### src/rtl/count_pwm_pkg.sv
// count_pwm_pkg: shared counter width, terminal count and PWM FSM state encoding.
package count_pwm_pkg;
  localparam int CNT_W = 4;
  localparam logic [CNT_W-1:0] CNT_MAX = 4'hF;
  typedef enum logic [1:0] {DISABLED = 2'd0, ARMED = 2'd1, RUNNING = 2'd2} pwm_state_t;
endpackage

### src/rtl/count_wrap_detect.sv
// count_wrap_detect: remembers the previous count and flags 15->0 wraps and any count change.
module count_wrap_detect
  import count_pwm_pkg::*;
(
  input  logic             clk,
  input  logic             reset,
  input  logic [CNT_W-1:0] count,
  output logic             wrap,
  output logic             changed
);
  logic [CNT_W-1:0] prev_count;
  always_ff @(posedge clk or posedge reset)
    if (reset) prev_count <= '0;
    else prev_count <= count;
  assign wrap = prev_count == CNT_MAX && count == '0;
  assign changed = count != prev_count;
endmodule

### src/rtl/count_compare_pwm.sv
// count_compare_pwm: double-buffered PWM, wrap/match pulses and saturating period count.
// Optional sticky irq/irq_clr ports when COUNT_COMPARE_PWM_IRQ_EN is defined.
module count_compare_pwm
  import count_pwm_pkg::*;
#(
  parameter int               PERIOD_W = 8,
  parameter logic [CNT_W-1:0] DUTY_RST = '0
) (
  input  logic                clk,
  input  logic                reset,
  input  logic                en,
  input  logic [CNT_W-1:0]    count,
  input  logic                duty_wr,
  input  logic [CNT_W-1:0]    duty_data,
  output logic                duty_pending,
  output logic                pwm_out,
  output logic                wrap_pulse,
  output logic                match_pulse,
  output logic [PERIOD_W-1:0] period_cnt,
  output logic [1:0]          state_o
`ifdef COUNT_COMPARE_PWM_IRQ_EN
  ,
  input  logic                irq_clr,
  output logic                irq
`endif
);
  pwm_state_t state, state_next;
  logic wrap, changed, run_next, wrap_ev, match_ev;
  logic [CNT_W-1:0] duty_active, duty_shadow, duty_next;
  count_wrap_detect u_wrap (
    .clk(clk),
    .reset(reset),
    .count(count),
    .wrap(wrap),
    .changed(changed)
  );
  always_comb begin
    state_next = DISABLED;
    if (en)
      state_next = (state == DISABLED) ? ARMED :
                   (state == ARMED)    ? (wrap ? RUNNING : ARMED) :
                   (state == RUNNING)  ? RUNNING : DISABLED;
  end
  assign duty_next = (wrap && duty_pending) ? duty_shadow : duty_active;
  assign run_next = state_next == RUNNING;
  assign wrap_ev = wrap && (state == RUNNING || run_next);
  // A zero duty has no high phase, so there is no falling edge to flag as a match.
  assign match_ev = state == RUNNING && changed && count == duty_active && duty_active != '0;
  assign state_o = state;
  always_ff @(posedge clk or posedge reset)
    if (reset) begin
      state <= DISABLED;
      duty_active <= DUTY_RST;
      duty_shadow <= DUTY_RST;
      duty_pending <= 1'b0;
      pwm_out <= 1'b0;
      wrap_pulse <= 1'b0;
      match_pulse <= 1'b0;
      period_cnt <= '0;
    end else begin
      state <= state_next;
      duty_active <= duty_next;
      duty_shadow <= duty_wr ? duty_data : duty_shadow;
      duty_pending <= duty_wr || (duty_pending && !wrap);
      pwm_out <= run_next && count < duty_next;
      wrap_pulse <= wrap_ev;
      match_pulse <= match_ev;
      period_cnt <= (state != ARMED && state_next == ARMED) ? '0 :
                    (wrap_ev && period_cnt != '1) ? period_cnt + 1'b1 : period_cnt;
    end
`ifdef COUNT_COMPARE_PWM_IRQ_EN
  always_ff @(posedge clk or posedge reset)
    if (reset) irq <= 1'b0;
    else irq <= wrap_ev || match_ev || (irq && !irq_clr);
`endif
endmodule

### config.mk
export PLATFORM = sky130hd
export DESIGN_NAME = count_compare_pwm
export DESIGN_NICKNAME = d
export VERILOG_FILES = /design/src/rtl/count_pwm_pkg.sv /design/src/rtl/count_wrap_detect.sv /design/src/rtl/count_compare_pwm.sv
export SDC_FILE = /design/constraint.sdc
export NUM_CORES = 1
export LEC_CHECK = 0
export ABC_CLOCK_PERIOD_IN_PS = 2900
export CAP_MARGIN = 10
export CORE_MARGIN = 1
export CORE_UTILIZATION = 35
export DETAILED_ROUTE_END_ITERATION = 10
export GPL_ROUTABILITY_DRIVEN = 0
export SLEW_MARGIN = 20
export SYNTH_ARGS = -nofsm -noshare
export SYNTH_HDL_FRONTEND = slang
export SYNTH_SLANG_ARGS = --single-unit
export TNS_END_PERCENT = 50
### constraint.sdc
create_clock -name clk -period 2.9 [get_ports clk]
set_input_delay 0.435 -clock clk [delete_from_list [all_inputs] [get_ports clk]]
set_output_delay 0.435 -clock clk [all_outputs]
set_load 0.005 [all_outputs]
After elaboration in Yosys (flattened, before gate mapping)

Index checks and enable logic that the tools add are counted.
W data, S select, Z words.

Register bits: 26
Input bits: 12
Output and inout bits: 14

$add $sub $neg: 1
Order comparisons: 1
Equality and inequality tests: 9
Muxes and demuxes: 8
Reductions and logical operators: 17

Operator list:

| cell                  | count |
|---|---|
| $mux W8               | 2 |
| $logic_and A1 B1 Y1   | 10 |
| $mux W2               | 5 |
| $add A8 B1 Y8 const B | 1 |
| $ne A8 B8 Y1 const B  | 1 |
| $eq A2 B1 Y1 const B  | 2 |
| $eq A2 B2 Y1 const B  | 2 |
| $eq A4 B4 Y1          | 1 |
| $eq A4 B4 Y1 const B  | 1 |
| $logic_not A4 Y1      | 1 |
| $lt A4 B4 Y1          | 1 |
| $mux W4               | 1 |
| $ne A4 B4 Y1          | 1 |
| $reduce_bool A4 Y1    | 1 |
| $logic_not A2 Y1      | 1 |
| $logic_or A1 B1 Y1    | 2 |
| $ne A2 B1 Y1 const B  | 1 |
| $reduce_bool A2 Y1    | 1 |
| $logic_not A1 Y1      | 1 |

Logic depth before layout (Yosys ltp)

Word-level depth: 12
Gate-level depth with buffers: 8

Cells and area by module

Synthesis repeated with hierarchy kept, for this count alone.

Cells, all modules: 111
Area, all modules: 1,276.2 um2

By module, submodules not included:

| module            | instances | cells each | area an instance (um2) | seq. area each (um2) |
|---|---|---|---|---|
| count_compare_pwm | 1         | 98         | 1,104.8                | 550.5 |
| count_wrap_detect | 1         | 13         | 171.4                  | 100.1 |

Least setup slack after synthesis

Ideal clock, no wire load.

Kind: input -> register
From: input port count[0]
To: register pwm_out
Library setup time: 0.120 ns
Arrival: 2.149 ns
Required time: 2.780 ns
Path slack: 0.631 ns
Stages on the path: 8
Cells stage by stage: or4_4 nor2_4 nand2_4 mux2i_1 ha_1 nand3_1 a311o_1 and3_1

Word-level cells in the longest chain between the ends: 8
Elaborated cells between the ends (all ways): 11
Classes of those cells: order compare: 1; eq/ne: 1; mux: 5; reduce/logical: 4

Ends and longest elaborated chain:

| item                    | RTL line                | source |
|---|---|---|
| start, declared         | count_compare_pwm.sv:12 | `input logic [CNT_W-1:0] count,` |
| $logic_not A4 Y1        | count_wrap_detect.sv:15 | `assign wrap = prev_count == CNT_MAX && count == '0;` |
| $logic_and A1 B1 Y1     | count_wrap_detect.sv:15 |  |
| $mux W2 (2 in series)   | count_compare_pwm.sv:41 | `(state == ARMED) ? (wrap ? RUNNING : ARMED) :` |
| $mux W2                 | count_compare_pwm.sv:40 | `state_next = (state == DISABLED) ? ARMED :` |
| $mux W2                 | count_compare_pwm.sv:39 | `if (en)` |
| $eq A2 B2 Y1            | count_compare_pwm.sv:45 | `assign run_next = state_next == RUNNING;` |
| $logic_and A1 B1 Y1 (*) | count_compare_pwm.sv:65 | `pwm_out <= run_next && count < duty_next;` |
| end signal, assigned    | count_compare_pwm.sv:65 |  |
| end, declared           | count_compare_pwm.sv:16 | `output logic pwm_out,` |

Mark *: on every way between the ends. The rest lies on a longest branch, timed or not.
A chain may end at the register's enable or synchronous reset.

Final worst setup path

Ends and elaborated chain as after synthesis.

==> results.toml <==
[run_status]
status = "finished clean"

[route]
postRouteAntennaNets = 0
drt_iter0_markers = 52
post_drt_via_cell_ratio = 5.50
drt_pass1_iterations = 4
wl_per_cell_um = 14.2
wl_mm = 2.76
drcViolationCount = 0
num_vias = 1072

[setup_path]
crit_type = "input pin to flop"
cp.required_ps = 3060
crit_fanout = 7
reg2reg_slack_ps = 920
slowest_stage = "or4_4"
cpPeakStageDelay_ps = 560
critPathTopFamily = "simple AND/OR/NAND/NOR gates"
reg2reg_to = "pwm_out"
reg2reg_from = "u_wrap.prev_count[3]"
worst_ep_arrival_time_ps = 2690
crit_chain = "clkdlybuf4s50_1 -> or4_4 -> nor2_4 -> nand2_4 -> mux2i_1 -> ha_1 -> nand3_1 -> a311o_1 -> and3_1"
start_kind = "input pin"
reg2reg_depth = 8
end_kind = "flop"
critical_path_buf_inv_count = 1

[timing]
maxSlewHeadroom = 0.546
layout_setup_ws_ps = 371
grt_setup_unrepaired = "no"
fin_setup_tns_ps = 0
max_slew.worst_pin.slew_ps = 681
fin_crit_ps = 2530
finalMaxSlewViolations = 0
setup_viol_count_final = 0
period_share = 0.872
hold_viol = 0
finalClockSkew_ps = 7.51
fmax_mhz = 395

[clock_network]
cts_tree = "yes"
numCtsBuffers = 3
htreeDepth = 1
post_cts_buffers = 0
clk_path_buf_depth = 2
root_buffer = "clkbuf_8"
cts_hold_buf = 0
cts_resized = 0
clkSinkCount = 26
clk_pin_slew_worst_paths_ps = 90
clkLatencyLatePin_ps = 270

[logic_synthesis]
synth_seq_cells = 26
synth_ff_type = "dfrtp_1"
synth_area_leader_cell = "dfrtp_1"
synth_seq_area_share = 0.488
ys_types = 39
synth_area_leaders = "dfrtp_1, mux2_4, o31ai_1"
ys_warn_count = 0
synth.avg_cell_area_um2 = 11.7
netlist.area_leader.share = 0.488
async_flop_share = 1.00
synth_edf_count = 0
synth_area_mm2 = 0.00133
synth_cells = 114
synth_fp_nets = 130

[floorplan]
die_w_um = 63.7
die_h_um = 63.7
core_region_area_mm2 = 0.00366
rows = 22
die_area_mm2 = 0.00406
initial_core_util = 0.364
ioPinCount = 26

[power_and_ir_drop]
peakVddDrop_v = 0.000251
p_leak_nw = 0.743
totalPowerFinal_w = 0.000678
powerDensity_mw_per_mm2 = 393

[global_routing]
overflow = 0
grt_antenna_before_repair = 0
track_usage = 0.152
use_met1 = 0.179
grt_first_pass_wirelength_mm = 4.85
grtUsageMet2 = 0.271
grt_pass1_vias = 1069
grt_start_max_net_pins = 27
grt.met3_usage = 0.0326
busiest_layer = "met2"

[run]
maxCapViolations = 0

[place]
dp_slack_ps = 80.1
place.port_buffers = 25
dp_hpwl_mm = 2.13

[cells_and_area]
diodes = 0
syn2layout_area_growth_pct = 29.5
drive_above_1_share = 0.150
post-route-util = 0.471
final_nets = 165

[min_path]
hold_class = "input pin to async pin"
where the power goes:
group	switching [W]	leakage, nW	internal (W)	total, W
Sequential	0.0000150	0.336	0.000376	0.000391
Combinational	0.0000364	0.385	0.0000490	0.0000854
Clock	0.000108	0.0216	0.0000931	0.000201
Yosys cell counts, types with 3 or more instances:
cell / n
dfrtp_1: 26
o31ai_1: 7
a21oi_1: 6
inv_1: 5
nand4_1: 5
ha_1: 4
mux2_2: 4
mux2_4: 4
nand3_1: 4
xnor2_1: 4
mux2i_1: 3
nor2b_1: 3
o21ai_0: 3
or4_1: 3
xor2_1: 3
kinds of logic (layout without fill, tap and decap cells):
| group | after synthesis | count (layout) | synth area share |
|---|---|---|---|
| and+or+nand+nor | 34 | 34 | 0.168 |
| AOI/OAI and AO/OA | 26 | 26 | 0.142 |
| DFF | 26 | 26 | 0.488 |
| muxes | 11 | 11 | 0.101 |
| xor gates and xnor gates | 7 | 7 | 0.0460 |
| buffers and inverters | 6 | 39 | 0.0169 |
| adders and majority gates | 4 | 4 | 0.0376 |
per-stage QoR:
stage | std cells | hold WS, ps | cell area, um2
global route | 195 | 567 | 1730
floorplan | 114 | 466 | 1330
global placement | 192 | 532 | 1680
detailed placement | 192 | 538 | 1680
CTS | 195 | 526 | 1730
finish | 195 | 513 | 1730
worst reg2reg max path, stage by stage, from the launching register on:
cell and delay (ps):
dfrtp_1 390, nand4_1 170, nor2_4 180, nand2_4 110, mux2i_1 150, ha_1 300
nand3_1 90, a311o_1 320, and3_1 160
state kept, by name (all words and copies together) (netlist names):
register,flops
duty_shadow,4
match_pulse,1
duty_pending,1
pwm_out,1
state_o,2
period_cnt,8
u_wrap.prev_count,4
duty_active,4
wrap_pulse,1
worst max-delay path by stage:
stage / startpoint / to / slack (ps) / depth (start not counted)
after floorplan: count[0] / pwm_out / 630 / 8
after global placement: count[0] / pwm_out / 170 / 9
after detailed placement: count[0] / pwm_out / 80 / 9
after CTS: count[0] / pwm_out / 380 / 9
after global routing: count[0] / pwm_out / 260 / 9
final: count[0] / pwm_out / 370 / 9
layout by cell type (no fill, tap or decap), drive strengths merged, types with 4 or more instances in the layout:
master / n
a21oi: 6
buf: 6
clkdlybuf4s50: 25
dfrtp: 26
ha: 4
inv: 5
mux2: 8
nand3: 4
nand4: 5
o31ai: 7
or4: 4
xnor2: 4
layer usage:
layer | vias to the layer above | routed length, um
li1 | 498 | -
met1 | 544 | 1210
met2 | 25 | 1420
met3 | 5 | 100
met4 | 0 | 27
met5 | - | 0
cell type report:
class                   instances  area [um2]
flip-flops and latches         26         651
multi-input cells              82         659
inverters                       5        18.8
repair buffers                 31         295
fillers                       348        1940
clock buffers                   3        41.3
well taps                      48        60.1
No activity file was read; power rests on OpenSTA's default activity.
